--- config.mk ---
export PLATFORM = sky130hd
export DESIGN_NAME = instr_encoder
export DESIGN_NICKNAME = d
export VERILOG_FILES = /design/src/rtl/instr_encoder.sv
export SDC_FILE = /design/constraint.sdc
export NUM_CORES = 1
export LEC_CHECK = 0
export ABC_AREA = 1
export BUFFER_PORTS_ARGS = -buffer_cell sky130_fd_sc_hd__clkbuf_2
export CORE_UTILIZATION = 30
export CTS_CLUSTER_DIAMETER = 120
export DETAILED_ROUTE_END_ITERATION = 12
export PLACE_DENSITY = 0.6
export SYNTH_ARGS = -nofsm -noshare
export SYNTH_HDL_FRONTEND = slang
export SYNTH_SLANG_ARGS = --single-unit
export TNS_END_PERCENT = 1
--- constraint.sdc ---
create_clock -name clk -period 2.77 [get_ports clk]
set_input_delay 0.1385 -clock clk [delete_from_list [all_inputs] [get_ports clk]]
set_output_delay 0.1385 -clock clk [all_outputs]
set_load 0.02 [all_outputs]
--- src/rtl/instr_encoder.sv ---
// RV32I instruction encoder: packs opcode/register/immediate fields into a word, flags bad immediates,
// and buffers results in a 2-entry FIFO with valid/ready handshakes on both sides (1-cycle latency).
module instr_encoder (
    input  logic        clk,
    input  logic        rst,
    input  logic        in_valid,
    output logic        in_ready,
    input  logic [6:0]  in_opcode,
    input  logic [2:0]  in_funct3,
    input  logic [6:0]  in_funct7,
    input  logic [4:0]  in_rd,
    input  logic [4:0]  in_rs1,
    input  logic [4:0]  in_rs2,
    input  logic [31:0] in_imm,
    output logic        out_valid,
    input  logic        out_ready,
    output logic [31:0] out_instr,
    output logic        out_err,
    output logic        err_sticky,
    output logic [15:0] enc_count
);

    localparam logic [6:0] OP_R     = 7'b0110011;
    localparam logic [6:0] OP_IMM   = 7'b0010011;
    localparam logic [6:0] OP_LOAD  = 7'b0000011;
    localparam logic [6:0] OP_JALR  = 7'b1100111;
    localparam logic [6:0] OP_STORE = 7'b0100011;
    localparam logic [6:0] OP_BR    = 7'b1100011;
    localparam logic [6:0] OP_LUI   = 7'b0110111;
    localparam logic [6:0] OP_AUIPC = 7'b0010111;
    localparam logic [6:0] OP_JAL   = 7'b1101111;
    localparam logic [31:0] NOP     = 32'h0000_0013;

    logic signed [31:0] w_imm_s;
    logic               w_fits12;
    logic               w_fits13;
    logic               w_fits21;
    logic [31:0]        w_instr;
    logic               w_err;
    logic               w_push;
    logic               w_pop;

    logic [31:0] r_mem_instr [0:1];
    logic        r_mem_err   [0:1];
    logic        r_wr_ptr;
    logic        r_rd_ptr;
    logic [1:0]  r_cnt;
    logic        r_err_sticky;
    logic [15:0] r_enc_count;

    assign w_imm_s  = $signed(in_imm);
    assign w_fits12 = (w_imm_s >= -32'sd2048)    && (w_imm_s <= 32'sd2047);
    assign w_fits13 = (w_imm_s >= -32'sd4096)    && (w_imm_s <= 32'sd4094);
    assign w_fits21 = (w_imm_s >= -32'sd1048576) && (w_imm_s <= 32'sd1048574);

    // Out-of-range immediates are still packed truncated; only the error flag marks them.
    always_comb begin
        w_instr = NOP;
        w_err   = 1'b1;
        case (in_opcode)
            OP_R: begin
                w_instr = {in_funct7, in_rs2, in_rs1, in_funct3, in_rd, in_opcode};
                w_err   = 1'b0;
            end
            OP_IMM: begin
                if (in_funct3 == 3'b001 || in_funct3 == 3'b101) begin
                    w_instr = {in_funct7, in_imm[4:0], in_rs1, in_funct3, in_rd, in_opcode};
                    w_err   = (w_imm_s < 32'sd0) || (w_imm_s > 32'sd31);
                end else begin
                    w_instr = {in_imm[11:0], in_rs1, in_funct3, in_rd, in_opcode};
                    w_err   = ~w_fits12;
                end
            end
            OP_LOAD, OP_JALR: begin
                w_instr = {in_imm[11:0], in_rs1, in_funct3, in_rd, in_opcode};
                w_err   = ~w_fits12;
            end
            OP_STORE: begin
                w_instr = {in_imm[11:5], in_rs2, in_rs1, in_funct3, in_imm[4:0], in_opcode};
                w_err   = ~w_fits12;
            end
            OP_BR: begin
                w_instr = {in_imm[12], in_imm[10:5], in_rs2, in_rs1, in_funct3,
                           in_imm[4:1], in_imm[11], in_opcode};
                w_err   = in_imm[0] | ~w_fits13;
            end
            OP_LUI, OP_AUIPC: begin
                w_instr = {in_imm[31:12], in_rd, in_opcode};
                w_err   = (in_imm[11:0] != 12'd0);
            end
            OP_JAL: begin
                w_instr = {in_imm[20], in_imm[10:1], in_imm[11], in_imm[19:12], in_rd, in_opcode};
                w_err   = in_imm[0] | ~w_fits21;
            end
            default: begin
                w_instr = NOP;
                w_err   = 1'b1;
            end
        endcase
    end

    // Ready depends on occupancy only, so a stalled consumer never reaches back combinationally.
    assign in_ready  = (r_cnt < 2'd2) & ~rst;
    assign out_valid = (r_cnt != 2'd0);
    assign w_push    = in_valid & in_ready;
    assign w_pop     = out_valid & out_ready;

    always_ff @(posedge clk) begin
        if (rst) begin
            r_mem_instr[0] <= 32'd0;
            r_mem_instr[1] <= 32'd0;
            r_mem_err[0]   <= 1'b0;
            r_mem_err[1]   <= 1'b0;
            r_wr_ptr       <= 1'b0;
            r_rd_ptr       <= 1'b0;
            r_cnt          <= 2'd0;
            r_err_sticky   <= 1'b0;
            r_enc_count    <= 16'd0;
        end else begin
            if (w_push) begin
                r_mem_instr[r_wr_ptr] <= w_instr;
                r_mem_err[r_wr_ptr]   <= w_err;
                r_wr_ptr              <= ~r_wr_ptr;
                if (w_err)
                    r_err_sticky <= 1'b1;
            end
            if (w_pop) begin
                r_rd_ptr    <= ~r_rd_ptr;
                r_enc_count <= r_enc_count + 16'd1;
            end
            case ({w_push, w_pop})
                2'b10:   r_cnt <= r_cnt + 2'd1;
                2'b01:   r_cnt <= r_cnt - 2'd1;
                default: r_cnt <= r_cnt;
            endcase
        end
    end

    assign out_instr  = r_mem_instr[r_rd_ptr];
    assign out_err    = r_mem_err[r_rd_ptr];
    assign err_sticky = r_err_sticky;
    assign enc_count  = r_enc_count;

endmodule

======== Word level (Yosys, flattened, before mapping) ========
Memory sizes are Yosys's and may differ from the RTL's. A register that Yosys moved wholly into a read port is not among the register bits.
Index checks and enable logic that the tools add are counted.
cells by class
  add/sub/neg operators ................... 3
  $mul .................................... 0
  $lt $le $gt $ge ......................... 9
  multiplexer cells ....................... 20
  shifts and indexed selects .............. 0
  div/mod/pow operators ................... 0
  eq/ne operators ......................... 13
  bitwise logic cells ..................... 11
  reductions and logical operators ........ 14
operator list
  operator               number
  $pmux 32 s7            1
  $mux 32                2
  $ge 32x12->1 const B   1
  $ge 32x13->1 const B   1
  $ge 32x21->1 const B   1
  $gt 32x6->1 const B    1
  $le 32x12->1 const B   1
  $le 32x13->1 const B   1
  $le 32x21->1 const B   1
  $lt 32x1->1 const B    1
  $reduce_or 32->1       1
  $eq 7x6->1 const B     3
  $eq 7x7->1 const B     3
  $add 16x1->16 const B  1
  $mux 1                 15
  $eq 7x5->1 const B     2
  $reduce_bool 12->1     1
  $eq 7x2->1 const B     1
  $not 1->1              6
  $pmux 1 s6             1
  $pmux 2 s2             1
  $reduce_bool 2->1      2
  $reduce_or 2->1        2
  $and 1x1->1            3
  other kinds (13)       17
word-level totals
  RAM bits ................................ 66
  flip-flop bits (word level) ............. 21
  memories kept ........................... 2
  bits in read-only memories .............. 0
  latch bits .............................. 0
  output and inout port bits .............. 52
memory list
  memory       words  bits a word  read ports  clocked after memory_dff  wr ports  line  RTL
  r_mem_instr  2      32           1           1                         2         43    logic [31:0] r_mem_instr [0:1];
  r_mem_err    2      1            1           1                         2         44    logic r_mem_err [0:1];

======== Depth between registers and ports, before layout ========
Gate-level depths: netlist of the first run.
  word-level depth ........................ 8
  mapped depth ............................ 14
  depth with buffers taken out ............ 14

======== Least setup slack after synthesis of the first run ========
OpenSTA, ideal clock, no wires.
  path type ............................... register to register
  start point ............................. reg r_cnt[1]
  end point ............................... mem r_mem_err[0] (enable)
  cell stages (with the launch flop) ...... 7
  library setup time ...................... 0.391 ns
  arrival ................................. 1.941 ns
  buffers on the path ..................... 1
  path slack .............................. 0.438 ns
  cell sequence ........................... dfxtp_1 -> nor2_2 -> nand2_2 -> nor2_2 -> inv_2 -> buf_2 -> nand2_1
RTL lines
  element                   line  RTL
  start: declaration        47    logic [1:0] r_cnt;
  start signal: assignment  132   2'b10: r_cnt <= r_cnt + 2'd1;
  start signal: assignment  133   2'b01: r_cnt <= r_cnt - 2'd1;
  start signal: assignment  134   default: r_cnt <= r_cnt;
  end: declaration          44

==> impl_metrics.csv, run 1 <==
group,metric,value,unit
outcome,status,"complete, no violations",
route,highest_layer,"met4",
setup_path,required,2.80,ns
grt,grt_pass1_wl,20400,um
grt,grt_use_total,16.1,%
clocking,ctsHoldBuffers,0,
min_path,holdCritPathClass,"in -> reg",
sta,fmax,477,MHz
sta,finalSetupTns,0,ns
finish,fin_util,38.5,%
place,dp_cells,896,
synth,synth_edf_count,66,
synth,syn_area_per_cell,8.39,um2
floorplan,rows,45,
grt,antenna_found_initial,0,
pwr,vdd_drop_max,276,uV
synth,synth_common_cells,"120 x nor2_1, 104 x nand2_1, 78 x inv_1",
sta,skew,0.00588,ns
synth,yosys.area.top_type,"edfxtp_1",
sta,final_max_slew_viol_count,0,
sta,fin_crit,2.10,ns
route,wirelength,12900,um
place,port_buffers,119,
floorplan,die-area,16500,um2
clocking,clk_latency,0.33,ns
place,place_area,5660,um2
setup_path,worst_setup_path_end_kind,"flop",
clocking,cts_tree,"yes",
floorplan,start_util,31.2,%
route,met1_length,5900,um
place,place_congestion,0.898,
finish,fin_cells,912,
sta,setup-violations-final,0,
sta,maxSlewHeadroom,52.6,%
synth,netlist_area,4810,um2
setup_path,critPathLaunchType,"flop",
grt,grt_pass1_vias,3981,
pwr,p_per_area,604,nW/um2
clocking,postCtsResizedCells,0,
run,max-cap-violations,0,
place,place_hpwl,10100,um
finish,syn2layout_area_growth,23.6,%
route,vias,4197,
sta,max_slew.worst_pin.slew,0.704,ns
synth,ys_warn_count,0,
floorplan,coreArea,15400,um2
finish,antenna_cells,0,
synth,synth-seq-cells,88,
clocking,clock-sinks,88,
clocking,cts_buffer_depth,2,
sta,rsz0062_at_grt,"false",
setup_path,critical_path_class,"reg -> reg",
sta,hold_viol_final,0,
finish,layout.nets,766,
synth,synthFlopType,"edfxtp_1",
floorplan,die_y,129,um
sta,setup_ws,0.673,ns
route,drc,0,
finish,drive_gt1_share,28.1,%
clocking,clk_pin_slew,0.06,ns
route,wl_per_cell,14.1,um
clocking,cts-root-buf,"clkbuf_16",
floorplan,ioPinCount,120,
synth,synth_cell_types,33,
pwr,power,3.59,mW
synth,ys_seq_area_share,50.4,%
clocking,postCtsSetupBuffers,0,
route,vias_per_cell,4.60,
sta,hold_slack,0.0968,ns
finish,final_cell_area,5940,um2
synth,synth.most_common_cell,"nor2_1",
synth,synth_nets,643,
setup_path,crit_fanout,27,
route,dr.first_iter.drc_count,256,
place,post-place-ws,0.684,ns
route,first_pass_iters,5,
sta,finalCritPeriodShare,75.7,%
pwr,p_leak,2.68,nW
floorplan,fp.dieW,129,um
synth,yosysTopAreaCellShare,41.2,%
route,final_antenna_net_count,0,
finish,n_fill_cell,1599,
synth,async_flop_share,0,%
synth,syn_inst,573,
setup_path,cp.arrival,2.13,ns
clocking,cts_made_buffers,9,
route,wl_met3,793,um
grt,grt_max_degree,34,
finish,multiInputGateArea,2020,um2
grt,overflow,0,
route,wl_met2,6070,um
finish,seqCellArea,2420,um2
clocking,htreeDepth,3,
synth,synthTopCellsByArea,"edfxtp_1 41%, nor2_1 9.4%, dfxtp_1 9.2%",
## layout make-up
class,instances,share of cell area (%)
clock buffer,11,3.91
clock inverter,5,0.800
timing repair buffer,125,10.8
multi-input combinational,388,34.0
sequential,88,40.7
tap,211,4.44
inverter,84,5.30
## logic make-up (layout without fill, tap and decap cells)
group           Yosys count  in the layout  synth area share [%]
simple gates            278            278                  24.5
xor+xnor                  2              2                 0.364
fa+ha+maj                 2              2                 0.520
flops                    88             88                  50.4
compound gates           73             73                  8.92
buf+inv                  97            225                  7.60
mux                      33             33                  7.73
## sequential cells by signal (all words and copies together), names as in the netlist, named ones only
name         count
enc_count       16
err_sticky       1
r_cnt            2
r_mem_err        2
r_mem_instr     64
r_rd_ptr         1
r_wr_ptr         1
## critical path, stage by stage, from the launching register on
cell and delay [ns]:
dfxtp_1 0.34, nor2_2 0.15, nand2_2 0.13, nor2_2 0.23
inv_2 0.26, nand2_1 0.41, buf_4 0.27
## path summary, 6_finish.rpt
kind	startpoint	end	slack [ns]	cells after the start
worst max-delay path	r_cnt[1]	r_mem_instr[0][16]	0.67	6
worst min-delay path	rst	err_sticky	0.1	2
worst max register to register	r_cnt[1]	r_mem_instr[0][16]	0.67	6
worst min register to register	r_rd_ptr	flop	0.45	1
## cells in the final DEF, fill, tap and decap left out, types with 11 or more instances in the layout
| cell type | synthesis | layout |
|---|---|---|
| inv_1 | 78 | 78 |
| clkbuf_2 | 0 | 119 |
| nand2_1 | 104 | 104 |
| o21ai_0 | 11 | 11 |
| a22oi_1 | 13 | 13 |
| edfxtp_1 | 66 | 66 |
| mux2_2 | 33 | 33 |
| nor2_1 | 120 | 120 |
| nand3_1 | 18 | 18 |
| a21oi_1 | 33 | 33 |
| dfxtp_1 | 22 | 22 |
## layer usage
layer  up-vias  GRT usage (%)
li1       2144              -
met1      1897           22.5
met2       147           25.9
met3         9           2.66
met4         0           4.43
met5         -              0
## power by group
part           switching, mW  internal [mW]  leakage [nW]
registers             0.0502           1.53         0.870
logic                  0.547          0.315          1.67
clock network          0.461          0.690         0.138
Power figures use the tool's default switching activity.
==> run 2, diff against run 1 <==
Settings changed: ABC_AREA 1 to 0, PLACE_DENSITY 0.6 to 0.62.
Clock period 2.77 ns to 1.85 ns, I/O delays scaled along.
==> impl_metrics.csv, run 2 <==
group,metric,value,unit
sta,hold_slack,0.0818,ns
place,dp_cells,720,
setup_path,critPathLaunchType,"primary input",
sta,max_slew.worst_pin.slew,0.621,ns
synth,synthTopCellsByArea,"edfxtp_1 45%, dfxtp_1 10%, mux2_2 8.4%",
route,vias,3881,
setup_path,rr_startpoint,"r_cnt[1]",
setup_path,cp_slowest_cell,"nor4_1",
setup_path,cp_top_family,"compound AO/OA/AOI/OAI gates",
clocking,cts_made_buffers,9,
floorplan,fp.dieW,123,um
min_path,hold_depth,3,
setup_path,required,2.08,ns
synth,synth_common_cells,"83 x nor2_1, 66 x edfxtp_1, 33 x mux2_2",
clocking,ctsHoldBuffers,0,
clocking,cts_tree,"yes",
clocking,htreeDepth,3,
setup_path,path_depth,9,
synth,syn_area_per_cell,10.9,um2
pwr,p_per_area,986,nW/um2
clocking,clock-sinks,88,
grt,grt_max_degree,34,
finish,drive_gt1_share,39.0,%
min_path,holdCritPathClass,"in -> reg",
synth,synth-seq-cells,88,
setup_path,critical_path_class,"in -> reg",
pwr,p_leak,2.31,nW
sta,fin_crit,1.69,ns
place,post-place-ws,-0.183,ns
sta,final_max_slew_viol_count,0,
route,wl_per_cell,17.7,um
route,dr.first_iter.drc_count,319,
sta,rsz0062_at_grt,"false",
floorplan,ioPinCount,120,
setup_path,worstRegToRegCells,6,
setup_path,max_stage_delay,0.51,ns
synth,synth_nets,476,
grt,grt_pass1_vias,3846,
sta,finalSetupTns,0,ns
run,max-cap-violations,0,
finish,fin_cells,736,
route,wirelength,13100,um
place,port_buffers,119,
floorplan,coreArea,14100,um2
setup_path,worst_setup_path_end_kind,"flop",
floorplan,start_util,31.3,%
finish,syn2layout_area_growth,31.2,%
finish,fin_util,41.1,%
pwr,vdd_drop_max,434,uV
sta,maxSlewHeadroom,58.5,%
grt,grt_use_total,17.9,%
setup_path,crit_fanout,4,
route,final_antenna_net_count,0,
floorplan,die_y,123,um
finish,layout.nets,621,
sta,finalCritPeriodShare,91.2,%
sta,setup-violations-final,0,
outcome,status,"complete, no violations",
finish,layout_common_cells,"119 x clkbuf_2, 82 x nor2_1, 66 x edfxtp_1",
clocking,postCtsResizedCells,0,
setup_path,reg2reg_setup_slack,0.23,ns
sta,hold_viol_final,0,
finish,largest_register,"r_mem_instr",
sta,skew,0.00504,ns
grt,antenna_found_initial,2,
clocking,cts_buffer_depth,2,
finish,largest_register_ffs,64,
synth,async_flop_share,0,%
sta,fmax,592,MHz
finish,antenna_cells,0,
synth,yosysTopAreaCellShare,44.9,%
clocking,postCtsSetupBuffers,0,
setup_path,path_buf_inv,3,
setup_path,path_cells,"clkbuf_2, nor4_1, buf_4, nand2_1, o41ai_1, a311oi_1, a211oi_2, buf_4, a211oi_2",
synth,yosys.area.top_type,"edfxtp_1",
setup_path,timing.rr.end,"enc_count[15]",
route,first_pass_iters,5,
grt,grt_pass1_wl,20100,um
sta,setup_ws,0.162,ns
grt,overflow,0,
synth,synth_edf_count,66,
min_path,min-delay-start,"in_rd[0]",
place,place_hpwl,9710,um
floorplan,rows,43,
synth,syn_inst,406,
route,drc,0,
clocking,cts-root-buf,"clkbuf_16",
synth,synthFlopType,"edfxtp_1",
clocking,clk_latency,0.34,ns
floorplan,die-area,15200,um2
synth,synth_cell_types,50,
setup_path,cp.arrival,1.91,ns
synth,synth.most_common_cell,"nor2_1",
clocking,clk_pin_slew,0.06,ns
finish,mostFrequentLayoutCell,"clkbuf_2",
synth,ys_warn_count,0,
synth,netlist_area,4420,um2
min_path,hold_end,"r_mem_instr[0][7]",
place,place_congestion,0.940,
route,vias_per_cell,5.27,
synth,ys_seq_area_share,54.8,%
[run 2: cell count changes after synthesis, moves of 10 or more]
cell      before  now
nor2_1       120   83
inv_1         78    9
nand2_1      104   21
a222oi_1       0   10
a21oi_1       33   19
nand3_1       18    7
[run 2: cell type report]
class | instances | area (um2)
Clock buffer | 14 | 307
Clock inverter | 2 | 17.5
Fill cell | 1371 | 8300
Inverter | 9 | 33.8
Multi-Input combinational cell | 288 | 1890
Sequential cell | 88 | 2420
Tap cell | 180 | 225
Timing Repair Buffer | 155 | 903
[run 2: per-stage QoR]
step	power [mW]	area [um2]
finish	5.71	5800
global route	5.98	5800
CTS	5.78	5800
detailed placement	3.84	5470
global placement	3.82	5470
floorplan	3.27	4430
[run 2: cell families (layout without fill, tap and decap cells)]
group / Yosys count / after routing / synth area share [%]
flip-flops: 88 / 88 / 54.8
AO/OA/AOI/OAI: 69 / 69 / 11.6
adder cells (fa/ha/maj): 2 / 2 / 0.566
AND/OR/NAND/NOR: 166 / 166 / 18.2
XOR/XNOR: 15 / 15 / 2.97
buffers and inverters: 30 / 180 / 2.69
multiplexers: 36 / 36 / 9.09
[run 2: worst register-to-register path: stages, from the launching register on]
cell,delay [ns]
dfxtp_1,0.42
o21a_1,0.22
nand4_2,0.23
nor3_2,0.30
nand3_1,0.14
xor2_1,0.15
nor2_1,0.05
[run 2: metal layers]
layer / global-route usage [%] / vias to the layer above / routed length (um)
met3: 5.30 / 29 / 1170
met2: 29.7 / 185 / 6090
met4: 8.81 / 2 / 370
met5: 0 / - / 12
li1: - / 1817 / -
met1: 21.0 / 1848 / 5420
[run 2: how the worst max path moves through the flow]
stage | startpoint | slack (ns) | end
2_1_floorplan | r_cnt[1] | 0.07 | r_mem_err[0]
4_1_cts | in_imm[16] | 0.18 | err_sticky
6_report | in_imm[16] | 0.16 | err_sticky
5_1_grt | enc_count[0] | 0.03 | enc_count[14]
3_3_place_gp | in_imm[16] | -0.11 | err_sticky
3_5_place_dp | in_imm[16] | -0.18 | err_sticky
[run 2: power by group]
group          internal, mW  switching (mW)  total (mW)
sequential             2.28          0.0740        2.35
combinational         0.593           0.837        1.43
clock                  1.15           0.774        1.93
total                  4.03            1.69        5.71
